`src/rtl/mult_share_arb.sv`:
```
// mult_share_arb: round-robin share of one mult between NUM_PORTS requesters.
// Define MULT_SHARE_ARB_PRIORITY_EN for fixed lowest-index priority instead.
module mult_share_arb #(
  parameter int NUM_PORTS      = 4,
  parameter int WIDTH_A        = 25,
  parameter int WIDTH_B        = 18,
  parameter int WIDTH_P        = 48,
  parameter int TAG_DEPTH_LOG2 = 3,
  localparam int DW = (NUM_PORTS > 1) ? $clog2(NUM_PORTS) : 1
) (
  input  logic                           clk,
  input  logic                           reset,
  input  logic [NUM_PORTS*WIDTH_A-1:0]   s_a_tdata,
  input  logic [NUM_PORTS*WIDTH_B-1:0]   s_b_tdata,
  input  logic [NUM_PORTS-1:0]           s_tlast,
  input  logic [NUM_PORTS-1:0]           s_tvalid,
  output logic [NUM_PORTS-1:0]           s_tready,
  output logic [WIDTH_A-1:0]             m_a_tdata,
  output logic                           m_a_tlast,
  output logic                           m_a_tvalid,
  input  logic                           m_a_tready,
  output logic [WIDTH_B-1:0]             m_b_tdata,
  output logic                           m_b_tlast,
  output logic                           m_b_tvalid,
  input  logic                           m_b_tready,
  input  logic [WIDTH_P-1:0]             p_tdata,
  input  logic                           p_tlast,
  input  logic                           p_tvalid,
  output logic                           p_tready,
  output logic [WIDTH_P-1:0]             o_tdata,
  output logic                           o_tlast,
  output logic                           o_tvalid,
  output logic [DW-1:0]                  o_tdest,
  input  logic                           o_tready
);

  localparam int TW    = TAG_DEPTH_LOG2;
  localparam int DEPTH = 1 << TW;
  localparam logic [TW:0] DEPTH_C = (TW+1)'(DEPTH);

  typedef enum logic {IDLE, ISSUE} state_t;

  state_t        state;
  logic [DW-1:0] g;
  logic          a_done;
  logic          b_done;
  logic [DW-1:0] tag_mem [DEPTH];
  logic [TW-1:0] wr_ptr;
  logic [TW-1:0] rd_ptr;
  logic [TW:0]   count;

  logic [DW-1:0] pick;
  logic          hit;
  logic          issue;
  logic          sv_g;
  logic          fifo_empty;
  logic          fifo_full;
  logic          push;
  logic          pop;
  logic          a_fire;
  logic          b_fire;
  logic          beat;
  logic          beat_last;

`ifndef MULT_SHARE_ARB_PRIORITY_EN
  logic [DW-1:0] rr;
`endif

  // Find the requester to grant: first valid port at/after rr, or lowest.
  always_comb begin
    int            idx;
    logic [DW-1:0] idx_w;
    hit   = 1'b0;
    pick  = '0;
    idx   = 0;
    idx_w = '0;
    for (int k = 0; k < NUM_PORTS; k++) begin
`ifdef MULT_SHARE_ARB_PRIORITY_EN
      idx = k;
`else
      idx = (int'(rr) + k) % NUM_PORTS;
`endif
      idx_w = idx[DW-1:0];
      if (!hit && s_tvalid[idx_w]) begin
        hit  = 1'b1;
        pick = idx_w;
      end
    end
  end

  assign issue = (state == ISSUE);
  assign sv_g  = s_tvalid[g];

  assign m_a_tvalid = issue & sv_g & ~a_done;
  assign m_b_tvalid = issue & sv_g & ~b_done;
  assign m_a_tdata  = issue ? s_a_tdata[g*WIDTH_A +: WIDTH_A] : '0;
  assign m_b_tdata  = issue ? s_b_tdata[g*WIDTH_B +: WIDTH_B] : '0;
  assign m_a_tlast  = issue & s_tlast[g];
  assign m_b_tlast  = issue & s_tlast[g];

  assign a_fire    = m_a_tvalid & m_a_tready;
  assign b_fire    = m_b_tvalid & m_b_tready;
  assign beat      = issue & (a_done | a_fire) & (b_done | b_fire);
  assign beat_last = beat & s_tlast[g];

  // Only the granted port sees ready, and only on the completing cycle.
  always_comb begin
    s_tready = '0;
    if (beat) s_tready[g] = 1'b1;
  end

  assign fifo_empty = (count == '0);
  assign fifo_full  = (count == DEPTH_C);

  assign o_tvalid = p_tvalid & ~fifo_empty;
  assign p_tready = o_tready & ~fifo_empty;
  assign o_tdata  = fifo_empty ? '0 : p_tdata;
  assign o_tlast  = p_tlast & ~fifo_empty;
  assign o_tdest  = fifo_empty ? '0 : tag_mem[rd_ptr];

  assign pop  = o_tvalid & o_tready & p_tlast;
  assign push = (state == IDLE) & hit & (~fifo_full | pop);

  // Packet-locked grant FSM with split A/B handshake tracking.
  always_ff @(posedge clk or negedge reset) begin
    if (!reset) begin
      state  <= IDLE;
      g      <= '0;
      a_done <= 1'b0;
      b_done <= 1'b0;
    end else begin
      unique case (state)
        IDLE: begin
          if (push) begin
            g     <= pick;
            state <= ISSUE;
          end
        end
        ISSUE: begin
          if (beat) begin
            a_done <= 1'b0;
            b_done <= 1'b0;
            if (beat_last) state <= IDLE;
          end else begin
            if (a_fire) a_done <= 1'b1;
            if (b_fire) b_done <= 1'b1;
          end
        end
        default: state <= IDLE;
      endcase
    end
  end

`ifndef MULT_SHARE_ARB_PRIORITY_EN
  // Advance the round-robin pointer past the port that just finished.
  always_ff @(posedge clk or negedge reset) begin
    if (!reset) begin
      rr <= '0;
    end else if (beat_last) begin
      rr <= (g == DW'(NUM_PORTS-1)) ? '0 : g + 1'b1;
    end
  end
`endif

  // In-order tag FIFO: grant index in, destination of product packet out.
  always_ff @(posedge clk or negedge reset) begin
    if (!reset) begin
      wr_ptr <= '0;
      rd_ptr <= '0;
      count  <= '0;
      for (int i = 0; i < DEPTH; i++) tag_mem[i] <= '0;
    end else begin
      if (push) begin
        tag_mem[wr_ptr] <= pick;
        wr_ptr          <= wr_ptr + 1'b1;
      end
      if (pop) rd_ptr <= rd_ptr + 1'b1;
      if (push && !pop) count <= count + 1'b1;
      else if (pop && !push) count <= count - 1'b1;
    end
  end

endmodule

```
`config.mk`:
```
export PLATFORM = sky130hd
export DESIGN_NAME = mult_share_arb
export DESIGN_NICKNAME = d
export VERILOG_FILES = /design/src/rtl/mult_share_arb.sv
export SDC_FILE = /design/constraint.sdc
export NUM_CORES = 1
export LEC_CHECK = 0
export ABC_AREA = 1
export CORE_AREA = 2 2 131 133
export DETAILED_ROUTE_END_ITERATION = 8
export DIE_AREA = 0 0 133 135
export PLACE_DENSITY = 0.67
export SETUP_SLACK_MARGIN = 0.15
export SYNTH_ARGS = -nofsm -noshare
export SYNTH_HDL_FRONTEND = slang
export SYNTH_SLANG_ARGS = --single-unit
```
`constraint.sdc`:
```
create_clock -name clk -period 3.27 [get_ports clk]
set_input_delay 0.327 -clock clk [delete_from_list [all_inputs] [get_ports clk]]
set_output_delay 0.327 -clock clk [all_outputs]
set_load 0.05 [all_outputs]
```
==> results of run 1 <==
[stage by stage]
step / util, % / cells / setup WS [ps] / hold WS [ps] / cell area [um^2]
after floorplan: - / 739 / 742 / 31.4 / 3980
after global placement: 48.4 / 1264 / 294 / 463 / 7950
after detailed placement: 48.4 / 1264 / 223 / 471 / 7950
after CTS: 49.3 / 1272 / 321 / 483 / 8080
after global routing: 49.3 / 1273 / 186 / 497 / 8090
final: 49.3 / 1273 / 472 / 479 / 8090
[power groups by stage]
| stage | clock network [mW] | logic (mW) | registers (mW) |
|---|---|---|---|
| global placement | 0 | 6.94 | 0.772 |
| floorplan | 0 | 4.08 | 0.694 |
| detailed placement | 0 | 6.98 | 0.776 |
| finish | 0.437 | 6.93 | 0.779 |
| CTS | 0.449 | 7.00 | 0.772 |
| global route | 0.467 | 7.42 | 0.803 |
[path summary, 6_finish.rpt]
check,from,endpoint,slack (ps),cells past startpoint
setup / recovery,g[0],m_b_tlast,470,6
hold / removal,tag_mem[1],tag_mem[1],480,2
setup reg to reg,rr[0],count[3],500,17
hold reg to reg,tag_mem[1],tag_mem[1],480,2
max in group asynchronous,reset,tag_mem[6],2130,2
min in group asynchronous,reset,rd_ptr[2],510,1
[what timing repair did]
item / CTS / global route
hold buffers: 0 / 0
setup endpoints to repair: 0 / 1
buffers inserted: 0 / 0
resized for setup: 0 / 3
[state kept, by name, summed over array words and instances, names as in the netlist]
register	cells
a_done	1
b_done	1
count	4
g	2
issue	1
rd_ptr	3
rr	2
tag_mem	16
wr_ptr	3
[routing by layer]
| layer | GRT usage, % | wire length, um |
|---|---|---|
| met1 | 19.7 | 6320 |
| met2 | 39.4 | 9880 |
| met3 | 7.70 | 2070 |
| met4 | 6.51 | 593 |
| met5 | 0 | 0 |
[logic make-up (layout without fill, tap and decap cells)]
logic type / count (synthesis) / after routing / synth area share (%)
and+or+nand+nor: 392 / 392 / 39.7
AOI/OAI and AO/OA: 165 / 165 / 21.5
buffers and inverters: 131 / 444 / 12.9
DFF: 33 / 33 / 20.7
adders and majority gates: 10 / 10 / 3.33
xor gates and xnor gates: 7 / 7 / 1.54
muxes: 1 / 1 / 0.283
other: 0 / 1 / 0
[worst min-delay path: cells and delay by family, from the launching register on]
kind | cells | cell delay, ps
and+or+nand+nor | 2 | 100
DFF | 1 | 340
[layout make-up]
class	instances	area, um^2	share of cell area, %
Timing Repair Buffer	347	3860	47.8
Multi-Input combinational cell	575	2640	32.7
Sequential cell	33	832	10.3
Inverter	89	337	4.16
Tap cell	220	275	3.40
Clock buffer	8	136	1.69
Antenna cell	1	2.50	0.0309
[layout by cell type (no fill, tap or decap), drive strengths merged, types with 2 or more instances in the layout]
cell / Yosys / final
clkinv: 3 / 2
nand2: 100 / 100
a21oi: 48 / 48
o22ai: 2 / 2
nor2: 263 / 263
nand4: 6 / 6
inv: 86 / 87
a31oi: 2 / 2
ha: 9 / 9
xor2: 4 / 4
clkdlybuf4s50: 0 / 243
xnor2: 3 / 3
buf: 22 / 104
o21ai: 111 / 111
nand3: 20 / 20
dfrtp: 33 / 33
clkbuf: 20 / 8
==> metrics.md, run 1 <==
| Metric | Value |
|---|---|
| Clock Root Buffer | `clkbuf_16` |
| GR Util All Layers | `20.3%` |
| Buffers on Ports | `338` |
| Syn_area_per_cell | `approximately 5.4 um^2` |
| CTS Buf Count | `5` |
| Max FO, Critical Path | `52` |
| Critical path class | `flop to output pin` |
| Mapped Cells | `about 740` |
| Post-synthesis cell type count | `37` |
| Final setup fails | `0` |
| Seq/Total Area, Yosys | `between 20% and 30%` |
| Fillers | `1653` |
| Post-Route WL | `roughly 19000 um` |
| DIE HEIGHT | `about 140 um` |
| CP Cell Sequence | `buf_4 -> nand2_1 -> a32oi_1 -> inv_1 -> nor2_1 -> buf_12` |
| NumNets Final | `1296` |
| Gr ovfl total | `0` |
| Via count | `around 5700` |
| Outcome | `completed` |
| Max cap viols | `0` |
| Antenna violations before repair | `1` |
| Layout cells sized above 1 | `approximately 13%` |
| Post-Syn Nets | `984` |
| Period utilization | `between 80% and 90%` |
| Pwr/cell area | `around 1000 nW/um^2` |
| Worst path bufs/invs | `3` |
| TritonRoute pass-1 iters | `5` |
| Final Hold Viols | `0` |
| Vias per cell | `around 4.5` |
| Prevailing post-synth register cell | `dfrtp_1` |
| Area grow syn2layout | `103%` |
| Synth area leader | `nor2_1` |
| Worst-margin pin slew | `around 900 ps` |
| Total Neg Setup Slack | `0 ps` |
| WP data required | `2940 ps` |
| Vias in the first global route | `5539` |
| YS warnings | `0` |
| H-tree levels | `2` |
| Int Pwr | `about 3.6 mW` |
| Maximum VDD drop | `0.471 mV` |
| Rel. slew slack | `about two fifths` |
| Async set-reset flop share out of synthesis | `100%` |
| # rows | `47` |
| HPWL after detailed placement | `between 15000 and 20000 um` |
| Clock Path Buffers | `2` |
| I/O Pins | `roughly 340` |
| Placer Congestion | `0.904` |
| Clk slew on worst S/H paths | `50 ps` |
| Largest net degree at the start of global routing | `57` |
| Post-synth EDFFs | `0` |
| Flop pwr share | `a little under a tenth` |
| Die W | `roughly 130 um` |
| DRC | `0` |
| Post-layout min period | `2800 ps` |
| Lkg Pwr | `~3.8 nW` |
| Startpoint Class | `flop` |
| First-pass GRT wire length | `28700 um` |
| Clock sink count | `33` |
| RSZ-0062 raised after global routing | `false` |
| Max incr delay on CP | `roughly 520 ps` |
| Most frequent cell after synthesis | `nor2_1` |
| Die footprint | `about 18000 um^2` |
| Post-Synthesis Cell Area | `3980 um^2` |
| Crit. End Element | `output pin` |
| Initial Utilization | `between 20% and 30%` |
| Final Max Slew Viols | `0` |
| Hold Path Class | `flop to flop` |
| WL/cell | `about 15 um` |
| Clock Skew | `around 3.9 ps` |
| WP data arrival | `about 2500 ps` |
| CP delay by family, top | `buffers and inverters` |
| Max Freq | `approximately 360 MHz` |
| Sw Ratio | `56.1%` |
| CTS tree | `yes` |
| Switching pwr | `about 4.6 mW` |
| Seq cells post-synth | `33` |
| Logic pwr share | `around 85%` |
| Synth top area share | `between 20% and 30%` |
| Clk pwr share | `~5.4%` |
| Max stage delay cell, worst path | `a32oi_1` |
| Core Area | `16400 um^2` |
| Antenna-violating nets left | `0` |
| Total power draw | `about 8.1 mW` |
| Worst-Skew Late Latency | `approximately 270 ps` |
| Synth area leaders | `nor2_1 (25%), dfrtp_1 (21%), o21ai_0 (13%)` |
| Synth top cells by count | `nor2_1 (261), o21ai_0 (106), nand2_1 (95)` |
| DR iter-0 viols | `around 170` |
Note: power is estimated with default switching activity, not from simulation.
==> inputs of run 2 (changes only) <==
--- a/config.mk
+++ b/config.mk
@@ -11,6 +11,7 @@
 export DIE_AREA = 0 0 133 135
 export PLACE_DENSITY = 0.67
 export SETUP_SLACK_MARGIN = 0.15
+export SLEW_MARGIN = 10
 export SYNTH_ARGS = -nofsm -noshare
 export SYNTH_HDL_FRONTEND = slang
 export SYNTH_SLANG_ARGS = --single-unit
==> results of run 2 <==
Same layout as run 1: the final DEF is identical, and so are final timing and power.
